===== config.mk =====
export PLATFORM = sky130hd
export DESIGN_NAME = bsg_axil_csr_fifo_shell
export DESIGN_NICKNAME = d
export VERILOG_FILES = /design/src/rtl/bsg_axil_shell_pkg.sv /design/src/rtl/bsg_axil_shell_fifo.sv /design/src/rtl/bsg_axil_csr_fifo_shell.sv
export SDC_FILE = /design/constraint.sdc
export NUM_CORES = 1
export LEC_CHECK = 0
export BUFFER_PORTS_ARGS = -buffer_cell sky130_fd_sc_hd__buf_2
export CORE_MARGIN = 4
export CORE_UTILIZATION = 65
export CTS_BUF_LIST = sky130_fd_sc_hd__clkbuf_8
export DETAILED_ROUTE_END_ITERATION = 8
export PLACE_DENSITY = 0.87
export SYNTH_ARGS = -nofsm -noshare
export SYNTH_HDL_FRONTEND = slang
export SYNTH_SLANG_ARGS = --single-unit

===== constraint.sdc =====
create_clock -name aclk -period 14.8 [get_ports aclk]
set_input_delay 4.44 -clock aclk [delete_from_list [all_inputs] [get_ports aclk]]
set_output_delay 4.44 -clock aclk [all_outputs]
set_load 0.01 [all_outputs]

===== src/rtl/bsg_axil_shell_pkg.sv =====
`default_nettype none
// ============================================================================
// Module      : bsg_axil_shell_pkg
// Description : Shared constants for the AXI4-Lite CSR/FIFO shell. Holds the
//               address-region bases, the AXI response codes and the
//               transaction FSM state encoding.
// Revision    : 1.0 - initial release
// ============================================================================
package bsg_axil_shell_pkg;

    // Region bases within the 1 KiB window. Only bits [9:8] pick the region.
    localparam logic [9:0] c_csr_base   = 10'h000;
    localparam logic [9:0] c_ps2pl_base = 10'h100;
    localparam logic [9:0] c_pl2ps_base = 10'h200;
    localparam logic [9:0] c_occ_base   = 10'h300;

    localparam logic [1:0] c_region_csr   = c_csr_base[9:8];
    localparam logic [1:0] c_region_ps2pl = c_ps2pl_base[9:8];
    localparam logic [1:0] c_region_pl2ps = c_pl2ps_base[9:8];
    localparam logic [1:0] c_region_occ   = c_occ_base[9:8];

    // AXI response codes
    localparam logic [1:0] c_resp_okay   = 2'b00;
    localparam logic [1:0] c_resp_slverr = 2'b10;
    localparam logic [1:0] c_resp_decerr = 2'b11;

    typedef enum logic [1:0] {
        ST_IDLE  = 2'd0,
        ST_WRESP = 2'd1,
        ST_RRESP = 2'd2
    } state_e;

endpackage
`default_nettype wire


===== src/rtl/bsg_axil_shell_fifo.sv =====
`default_nettype none
// ============================================================================
// Module      : bsg_axil_shell_fifo
// Description : Single-clock 1r1w word FIFO. Ready/valid on the enqueue side,
//               valid/yumi on the dequeue side, plus an occupancy count.
//               Enqueue and dequeue in the same cycle both take effect.
// Ports       : clk, reset      - clock, synchronous active-high reset
//               enq_data/enq_v  - word to enqueue and its request
//               enq_ready       - not full
//               deq_data/deq_v  - head word and head valid
//               deq_yumi        - consume head (only while deq_v)
//               count           - current occupancy, 0..DEPTH
// Revision    : 1.0 - initial release
// ============================================================================
module bsg_axil_shell_fifo #(
    parameter int DEPTH = 8,
    parameter int WIDTH = 32
) (
    input  logic                       clk,
    input  logic                       reset,
    input  logic [WIDTH-1:0]           enq_data,
    input  logic                       enq_v,
    output logic                       enq_ready,
    output logic [WIDTH-1:0]           deq_data,
    output logic                       deq_v,
    input  logic                       deq_yumi,
    output logic [$clog2(DEPTH+1)-1:0] count
);

    localparam int PTR_W = $clog2(DEPTH);
    localparam int CNT_W = $clog2(DEPTH+1);
    localparam logic [CNT_W-1:0] c_depth   = CNT_W'(DEPTH);
    localparam logic [CNT_W-1:0] c_cnt_one = CNT_W'(1);
    localparam logic [PTR_W-1:0] c_ptr_one = PTR_W'(1);

    logic [WIDTH-1:0] r_mem [DEPTH];
    logic [PTR_W-1:0] r_wptr;
    logic [PTR_W-1:0] r_rptr;
    logic [CNT_W-1:0] r_count;
    logic             w_enq;
    logic             w_deq;

    assign enq_ready = (r_count != c_depth);
    assign deq_v     = (r_count != '0);
    assign deq_data  = r_mem[r_rptr];
    assign count     = r_count;

    assign w_enq = enq_v & enq_ready;
    assign w_deq = deq_yumi & deq_v;

    // DEPTH is a power of two, so the pointers wrap naturally.
    always_ff @(posedge clk) begin
        if (reset) begin
            r_wptr  <= '0;
            r_rptr  <= '0;
            r_count <= '0;
        end else begin
            if (w_enq) r_wptr <= r_wptr + c_ptr_one;
            if (w_deq) r_rptr <= r_rptr + c_ptr_one;
            case ({w_enq, w_deq})
                2'b10:   r_count <= r_count + c_cnt_one;
                2'b01:   r_count <= r_count - c_cnt_one;
                default: r_count <= r_count;
            endcase
        end
    end

    always_ff @(posedge clk) begin
        if (w_enq) r_mem[r_wptr] <= enq_data;
    end

endmodule
`default_nettype wire


===== src/rtl/bsg_axil_csr_fifo_shell.sv =====
`default_nettype none
// ============================================================================
// Module      : bsg_axil_csr_fifo_shell
// Description : AXI4-Lite slave shell exposing NUM_CSR control registers,
//               NUM_PS2PL host->fabric FIFOs and NUM_PL2PS fabric->host FIFOs.
//               One transaction in flight; fair write/read arbitration.
// Ports       : aclk, areset           - clock, synchronous active-high reset
//               s00_axi_*              - AXI4-Lite slave (prot ignored)
//               csr_data_o             - CSR i at [32i+:32]
//               ps2pl_data_o/v_o/yumi_i - PS->PL FIFO heads, PL consumes
//               pl2ps_data_i/v_i/ready_o - PL->PS FIFO enqueue
// Revision    : 1.0 - initial release
// ============================================================================
module bsg_axil_csr_fifo_shell
    import bsg_axil_shell_pkg::*;
#(
    parameter int C_GP0_AXI_ADDR_WIDTH = 10,
    parameter int C_GP0_AXI_DATA_WIDTH = 32,
    parameter int NUM_CSR              = 4,
    parameter int NUM_PS2PL            = 1,
    parameter int NUM_PL2PS            = 1,
    parameter int FIFO_DEPTH           = 8
) (
    input  logic                              aclk,
    input  logic                              areset,

    input  logic [C_GP0_AXI_ADDR_WIDTH-1:0]   s00_axi_awaddr,
    input  logic [2:0]                        s00_axi_awprot,
    input  logic                              s00_axi_awvalid,
    output logic                              s00_axi_awready,
    input  logic [C_GP0_AXI_DATA_WIDTH-1:0]   s00_axi_wdata,
    input  logic [C_GP0_AXI_DATA_WIDTH/8-1:0] s00_axi_wstrb,
    input  logic                              s00_axi_wvalid,
    output logic                              s00_axi_wready,
    output logic [1:0]                        s00_axi_bresp,
    output logic                              s00_axi_bvalid,
    input  logic                              s00_axi_bready,
    input  logic [C_GP0_AXI_ADDR_WIDTH-1:0]   s00_axi_araddr,
    input  logic [2:0]                        s00_axi_arprot,
    input  logic                              s00_axi_arvalid,
    output logic                              s00_axi_arready,
    output logic [C_GP0_AXI_DATA_WIDTH-1:0]   s00_axi_rdata,
    output logic [1:0]                        s00_axi_rresp,
    output logic                              s00_axi_rvalid,
    input  logic                              s00_axi_rready,

    output logic [NUM_CSR*32-1:0]             csr_data_o,
    output logic [NUM_PS2PL*32-1:0]           ps2pl_data_o,
    output logic [NUM_PS2PL-1:0]              ps2pl_v_o,
    input  logic [NUM_PS2PL-1:0]              ps2pl_yumi_i,
    input  logic [NUM_PL2PS*32-1:0]           pl2ps_data_i,
    input  logic [NUM_PL2PS-1:0]              pl2ps_v_i,
    output logic [NUM_PL2PS-1:0]              pl2ps_ready_o
);

    localparam int c_cnt_w = $clog2(FIFO_DEPTH+1);
    localparam logic [c_cnt_w-1:0] c_depth     = c_cnt_w'(FIFO_DEPTH);
    localparam logic [6:0]         c_num_csr   = 7'(NUM_CSR);
    localparam logic [6:0]         c_num_ps2pl = 7'(NUM_PS2PL);
    localparam logic [6:0]         c_num_pl2ps = 7'(NUM_PL2PS);

    // Address slots are always 64 wide so a 6-bit index never exceeds an
    // array; slots beyond the configured counts are constant tie-offs.
    logic [31:0]        r_csr [64];
    logic [c_cnt_w-1:0] w_ps2pl_count [64];
    logic               w_ps2pl_ready [64];
    logic [c_cnt_w-1:0] w_pl2ps_count [64];
    logic               w_pl2ps_v     [64];
    logic [31:0]        w_pl2ps_head  [64];

    logic [63:0]        w_csr_we;
    logic [63:0]        w_push;
    logic [63:0]        w_pop;

    state_e             r_state;
    state_e             w_state_n;
    logic               r_prio_wr;
    logic               w_wr_elig;
    logic               w_rd_elig;
    logic               w_grant_wr;
    logic               w_grant_rd;
    logic               w_wr_go;
    logic               w_rd_go;

    logic [1:0]         w_wr_region;
    logic [5:0]         w_wr_idx;
    logic [1:0]         w_rd_region;
    logic [5:0]         w_rd_idx;
    logic [1:0]         w_wr_resp;
    logic [1:0]         w_rd_resp;
    logic [31:0]        w_rd_data;
    logic [c_cnt_w-1:0] w_free;

    logic [1:0]         r_bresp;
    logic [1:0]         r_rresp;
    logic [31:0]        r_rdata;
    logic               w_unused_ok;

    // Only bits [9:8] (region) and [7:2] (word index) are decoded.
    assign w_wr_region = s00_axi_awaddr[9:8];
    assign w_wr_idx    = s00_axi_awaddr[7:2];
    assign w_rd_region = s00_axi_araddr[9:8];
    assign w_rd_idx    = s00_axi_araddr[7:2];

    // ------------------------------------------------------------------
    // Arbitration and transaction FSM
    // ------------------------------------------------------------------
    assign w_wr_elig  = s00_axi_awvalid & s00_axi_wvalid;
    assign w_rd_elig  = s00_axi_arvalid;
    assign w_grant_wr = w_wr_elig & (~w_rd_elig | r_prio_wr);
    assign w_grant_rd = w_rd_elig & ~w_grant_wr;

    always_comb begin
        w_state_n = r_state;
        w_wr_go   = 1'b0;
        w_rd_go   = 1'b0;
        case (r_state)
            ST_IDLE: begin
                // Holding off during reset keeps a new transaction from
                // being accepted and then discarded.
                if (!areset) begin
                    if (w_grant_wr) begin
                        w_wr_go   = 1'b1;
                        w_state_n = ST_WRESP;
                    end else if (w_grant_rd) begin
                        w_rd_go   = 1'b1;
                        w_state_n = ST_RRESP;
                    end
                end
            end
            ST_WRESP: if (s00_axi_bready) w_state_n = ST_IDLE;
            ST_RRESP: if (s00_axi_rready) w_state_n = ST_IDLE;
            default:  w_state_n = ST_IDLE;
        endcase
    end

    always_ff @(posedge aclk) begin
        if (areset) r_state <= ST_IDLE;
        else        r_state <= w_state_n;
    end

    // Priority flips only when both sides competed; the loser goes first
    // next time.
    always_ff @(posedge aclk) begin
        if (areset)
            r_prio_wr <= 1'b1;
        else if (w_wr_elig && w_rd_elig && (w_wr_go || w_rd_go))
            r_prio_wr <= w_rd_go;
    end

    assign s00_axi_awready = w_wr_go;
    assign s00_axi_wready  = w_wr_go;
    assign s00_axi_arready = w_rd_go;
    assign s00_axi_bvalid  = (r_state == ST_WRESP);
    assign s00_axi_rvalid  = (r_state == ST_RRESP);
    assign s00_axi_bresp   = r_bresp;
    assign s00_axi_rresp   = r_rresp;
    assign s00_axi_rdata   = r_rdata;

    // ------------------------------------------------------------------
    // Write decode: full/empty come from cycle-start FIFO state
    // ------------------------------------------------------------------
    always_comb begin
        w_wr_resp = c_resp_okay;
        w_csr_we  = '0;
        w_push    = '0;
        case (w_wr_region)
            c_region_csr: begin
                if ({1'b0, w_wr_idx} < c_num_csr) w_csr_we[w_wr_idx] = w_wr_go;
                else                              w_wr_resp = c_resp_decerr;
            end
            c_region_ps2pl: begin
                if ({1'b0, w_wr_idx} < c_num_ps2pl) begin
                    if (w_ps2pl_ready[w_wr_idx]) w_push[w_wr_idx] = w_wr_go;
                    else                         w_wr_resp = c_resp_slverr;
                end else begin
                    w_wr_resp = c_resp_decerr;
                end
            end
            default: begin
                // Pop and occupancy regions are read-only.
                if ({1'b0, w_wr_idx} < c_num_pl2ps) w_wr_resp = c_resp_slverr;
                else                                w_wr_resp = c_resp_decerr;
            end
        endcase
    end

    // ------------------------------------------------------------------
    // Read decode
    // ------------------------------------------------------------------
    assign w_free = c_depth - w_ps2pl_count[w_rd_idx];

    always_comb begin
        w_rd_resp = c_resp_okay;
        w_rd_data = '0;
        w_pop     = '0;
        case (w_rd_region)
            c_region_csr: begin
                if ({1'b0, w_rd_idx} < c_num_csr) w_rd_data = r_csr[w_rd_idx];
                else                              w_rd_resp = c_resp_decerr;
            end
            c_region_ps2pl: begin
                if ({1'b0, w_rd_idx} < c_num_ps2pl)
                    w_rd_data = {{(32-c_cnt_w){1'b0}}, w_free};
                else
                    w_rd_resp = c_resp_decerr;
            end
            c_region_pl2ps: begin
                if ({1'b0, w_rd_idx} < c_num_pl2ps) begin
                    if (w_pl2ps_v[w_rd_idx]) begin
                        w_rd_data         = w_pl2ps_head[w_rd_idx];
                        w_pop[w_rd_idx]   = w_rd_go;
                    end else begin
                        w_rd_resp = c_resp_slverr;
                    end
                end else begin
                    w_rd_resp = c_resp_decerr;
                end
            end
            default: begin
                if ({1'b0, w_rd_idx} < c_num_pl2ps)
                    w_rd_data = {{(32-c_cnt_w){1'b0}}, w_pl2ps_count[w_rd_idx]};
                else
                    w_rd_resp = c_resp_decerr;
            end
        endcase
    end

    // Response registers: captured at accept, held through the response.
    always_ff @(posedge aclk) begin
        if (areset) begin
            r_bresp <= c_resp_okay;
            r_rresp <= c_resp_okay;
            r_rdata <= '0;
        end else begin
            if (w_wr_go) r_bresp <= w_wr_resp;
            if (w_rd_go) begin
                r_rresp <= w_rd_resp;
                r_rdata <= w_rd_data;
            end
        end
    end

    // ------------------------------------------------------------------
    // Control registers with per-byte strobes
    // ------------------------------------------------------------------
    always_ff @(posedge aclk) begin
        if (areset) begin
            for (int i = 0; i < 64; i++) r_csr[i] <= '0;
        end else begin
            for (int i = 0; i < NUM_CSR; i++) begin
                if (w_csr_we[i]) begin
                    for (int b = 0; b < 4; b++) begin
                        if (s00_axi_wstrb[b]) r_csr[i][8*b +: 8] <= s00_axi_wdata[8*b +: 8];
                    end
                end
            end
        end
    end

    generate
        for (genvar i = 0; i < NUM_CSR; i++) begin : g_csr_out
            assign csr_data_o[32*i +: 32] = r_csr[i];
        end
    endgenerate

    // ------------------------------------------------------------------
    // FIFO instances
    // ------------------------------------------------------------------
    generate
        for (genvar i = 0; i < 64; i++) begin : g_ps2pl
            if (i < NUM_PS2PL) begin : g_fifo
                bsg_axil_shell_fifo #(
                    .DEPTH (FIFO_DEPTH),
                    .WIDTH (32)
                ) u_fifo (
                    .clk       (aclk),
                    .reset     (areset),
                    .enq_data  (s00_axi_wdata),
                    .enq_v     (w_push[i]),
                    .enq_ready (w_ps2pl_ready[i]),
                    .deq_data  (ps2pl_data_o[32*i +: 32]),
                    .deq_v     (ps2pl_v_o[i]),
                    .deq_yumi  (ps2pl_yumi_i[i]),
                    .count     (w_ps2pl_count[i])
                );
            end else begin : g_none
                assign w_ps2pl_ready[i] = 1'b0;
                assign w_ps2pl_count[i] = '0;
            end
        end

        for (genvar i = 0; i < 64; i++) begin : g_pl2ps
            if (i < NUM_PL2PS) begin : g_fifo
                logic w_enq_ready;

                bsg_axil_shell_fifo #(
                    .DEPTH (FIFO_DEPTH),
                    .WIDTH (32)
                ) u_fifo (
                    .clk       (aclk),
                    .reset     (areset),
                    .enq_data  (pl2ps_data_i[32*i +: 32]),
                    .enq_v     (pl2ps_v_i[i]),
                    .enq_ready (w_enq_ready),
                    .deq_data  (w_pl2ps_head[i]),
                    .deq_v     (w_pl2ps_v[i]),
                    .deq_yumi  (w_pop[i]),
                    .count     (w_pl2ps_count[i])
                );

                // Held low while in reset, high from the first cycle after.
                assign pl2ps_ready_o[i] = w_enq_ready & ~areset;
            end else begin : g_none
                assign w_pl2ps_head[i]  = '0;
                assign w_pl2ps_v[i]     = 1'b0;
                assign w_pl2ps_count[i] = '0;
            end
        end
    endgenerate

    // Inputs and decode bits with no functional use in this configuration.
    assign w_unused_ok = ^{s00_axi_awprot, s00_axi_arprot, s00_axi_awaddr,
                           s00_axi_araddr, w_csr_we, w_push, w_pop};

endmodule
`default_nettype wire


==> run metrics <==
first-pass GRT wire length=102000 um; most frequent cells in the layout=edfxtp_1, buf_2, mux4_2; TritonCTS buffer count=106; DRC Markers=0; RSZ-0062 raised after global routing=false; max-cap violation count=0; CTS tree=built; Yosys top cell area share=0.684; Slew Limit Fails=0; most common cell after layout, fill and taps aside=edfxtp_1; final hold vios=0; DIE HEIGHT=216 um; fin crit share=0.676; Clock Skew=0.0245 ns; CORE AREA=0.0423 sq mm; Period minus WS final=10.01 ns; hold path endpoint=s00_axi_rdata[1]; row count=75; post-CTS setup buffer count=0; crit-path max FO=74; CP required=10.36 ns; Tightest Pin Transition=1.04 ns; Area Growth Syn to Fin=14.6%; Detailed Route Iter0 Violations=1861; post-synthesis average cell area=18.8 sq um; clk_lat worst skew=0.70 ns; Final setup viols=0; Post-DP Area=0.0302 sq mm; r2r startpoint=g_pl2ps[0].g_fifo.u_fifo.count[0]; CP most frequent cell=buf_2; layout cell share with drive strength beyond 1=0.365; IO buf count=295; I/O pin count=306; Setup crit start kind=primary input; # clock sinks=705; Post-Syn Area=0.0281 sq mm; Initial DRT Pass Iterations=5; total routed wirelength=68200 um; P_leak=0.0115 uW; Vias=15916; Max Clk Rate=99.9 MHz; dpl hpwl=43300 um; largest net degree at the start of global routing=75; Synth area leaders=edfxtp_1, mux4_2, dfxtp_1; Seq cells post-synth=705; antenna violations before repair=12; Arr. time, crit path=5.57 ns; setup TNS=0 ns; Async S/R FF share, synth=0; PwrDens=121 mW/mm^2; full die area=0.0466 sq mm; Reg clk slew, reported paths=0.06 ns; Initial Util=0.664; Setup CP Type=primary input to output pin; post_cts resized=0; cell taking the most area after synthesis=edfxtp_1; Total GRT Usage=0.296; status=completed; H-Tree Depth=3; commonest register cell after synthesis=edfxtp_1; Antenna Violating Nets Remaining=0; CP peak stage delay=0.67 ns; Routed WL per cell=27.3 um; reg2reg end=g_pl2ps[0].g_fifo.u_fifo.count[2]; share of the yosys chip area belonging to registers=0.730; critical-path cell list=buf_2 -> buf_4 -> nor2_1 -> buf_2; Hold/Removal Path Class=register to register; maximum vdd drop=0.103 mV; Buf/Inv on CP=3; worst hold path depth=2; slowest cell on the critical path=buf_4; Via density=6.36; Mapped Nets=1605; root buf cell=clkbuf_8; CP delay by family, top=buffers and inverters; Final #Nets=1943; synthesized instance count=1491; Yosys warning count=0; FF-to-FF path depth=11; Die W=216 um; vias in the first global route=16317; final instance area=0.0322 sq mm; Worst R2R Setup Slack=11.60 ns; total grt overflow=0; clk buf depth=3; crit end category=output pin; relative slew slack=0.309; hold path startpoint=s00_axi_rdata[1]; hold_buf cts=0; Placer Congestion=0.861; EDFF count, synth=640; Cell variety after synth=59
-- where the power goes --
| group | leakage, uW | internal [uW] | switching, uW |
|---|---|---|---|
| Combinational | 0.00386 | 61.4 | 120 |
| Clock | 0.00116 | 749 | 725 |
| Sequential | 0.00648 | 2210 | 21.4 |
| Total | 0.0115 | 3020 | 866 |
-- worst max path at each step --
stage          startpoint         endpoint  slack (ns)  depth (start not counted)
2_1_floorplan      areset   s00_axi_wready        4.81                          5
3_3_place_gp       areset  s00_axi_arready        4.82                          4
3_5_place_dp       areset  s00_axi_arready        4.82                          4
4_1_cts            areset  s00_axi_arready        4.81                          4
5_1_grt            areset  s00_axi_awready        4.71                          4
6_report           areset  s00_axi_arready        4.79                          4
-- tightest hold or removal path: cells and delay by family, from the launching register on --
kind / cells / cell delay (ns)
flip-flops: 1 / 0.31
AO/OA/AOI/OAI: 1 / 0.06
AND/OR/NAND/NOR: 1 / 0.05
-- per-stage QoR --
| stage | util | std cells | total power, uW | setup slack [ns] | hold slack (ns) |
|---|---|---|---|---|---|
| global route | 0.761 | 2497 | 4020 | 4.71 | 0.508 |
| detailed placement | 0.714 | 2298 | 2450 | 4.82 | 0.450 |
| finish | 0.761 | 2501 | 3880 | 4.79 | 0.467 |
| CTS | 0.760 | 2495 | 3900 | 4.81 | 0.470 |
| floorplan | - | 1491 | 2350 | 4.81 | 0.454 |
| global placement | 0.714 | 2298 | 2440 | 4.82 | 0.441 |
-- synthesized netlist by cell type (5+ instances only) --
cell and number:
a211oi_1 29, a21o_1 10, a21oi_1 21, and2_1 64, and3_1 69, buf_1 6, buf_2 34, buf_4 6
clkbuf_1 50, dfxtp_1 65, edfxtp_1 640, ha_1 11, inv_1 5, mux2_2 32, mux2i_1 35, mux4_2 160
nand2_1 18, nand2b_1 10, nor2_1 90, nor3_1 43, o21ai_0 8, or2_2 8, xnor2_1 5, xor2_1 11
-- cell type report --
class / count / area (sq um)
flip-flops and latches: 705 / 20500
fillers: 2264 / 10100
multi-input cells: 684 / 7220
repair buffers: 326 / 1710
clock buffers: 122 / 1680
well taps: 577 / 722
clock inverters: 75 / 305
inverters: 6 / 22.5
diodes: 6 / 15.0
-- cells by family (layout without fill, tap and decap cells) --
family          after synthesis  after routing  share of synthesized area
flops                       705            705                      0.730
simple gates                340            340                     0.0676
mux                         227            227                      0.154
buf+inv                     102            529                     0.0159
compound gates               90             90                     0.0225
xor+xnor                     16             16                    0.00499
fa+ha+maj                    11             11                    0.00490
other cells                   0              6                          0
-- sequential cells by signal, indices dropped and copies added (netlist names), named ones only --
signal                        cells
g_pl2ps.g_fifo.u_fifo.r_wptr      3
g_ps2pl.g_fifo.u_fifo.r_mem     256
r_csr                           128
s00_axi_rdata                    32
g_pl2ps.g_fifo.u_fifo.r_mem     256
s00_axi_bresp                     2
s00_axi_rresp                     2
r_state                           2
g_pl2ps.g_fifo.u_fifo.r_rptr      3
g_ps2pl.g_fifo.u_fifo.count       4
g_ps2pl.g_fifo.u_fifo.r_rptr      3
g_pl2ps.g_fifo.u_fifo.count       4
r_prio_wr                         1
g_ps2pl.g_fifo.u_fifo.r_wptr      3
-- metal layers --
layer | share of wire | track usage
met3 | 0.12 | 0.100
met1 | 0.35 | 0.388
met2 | 0.49 | 0.469
met4 | 0.037 | 0.110
met5 | 0.0015 | 0
Note: power is estimated with default switching activity, not from simulation.
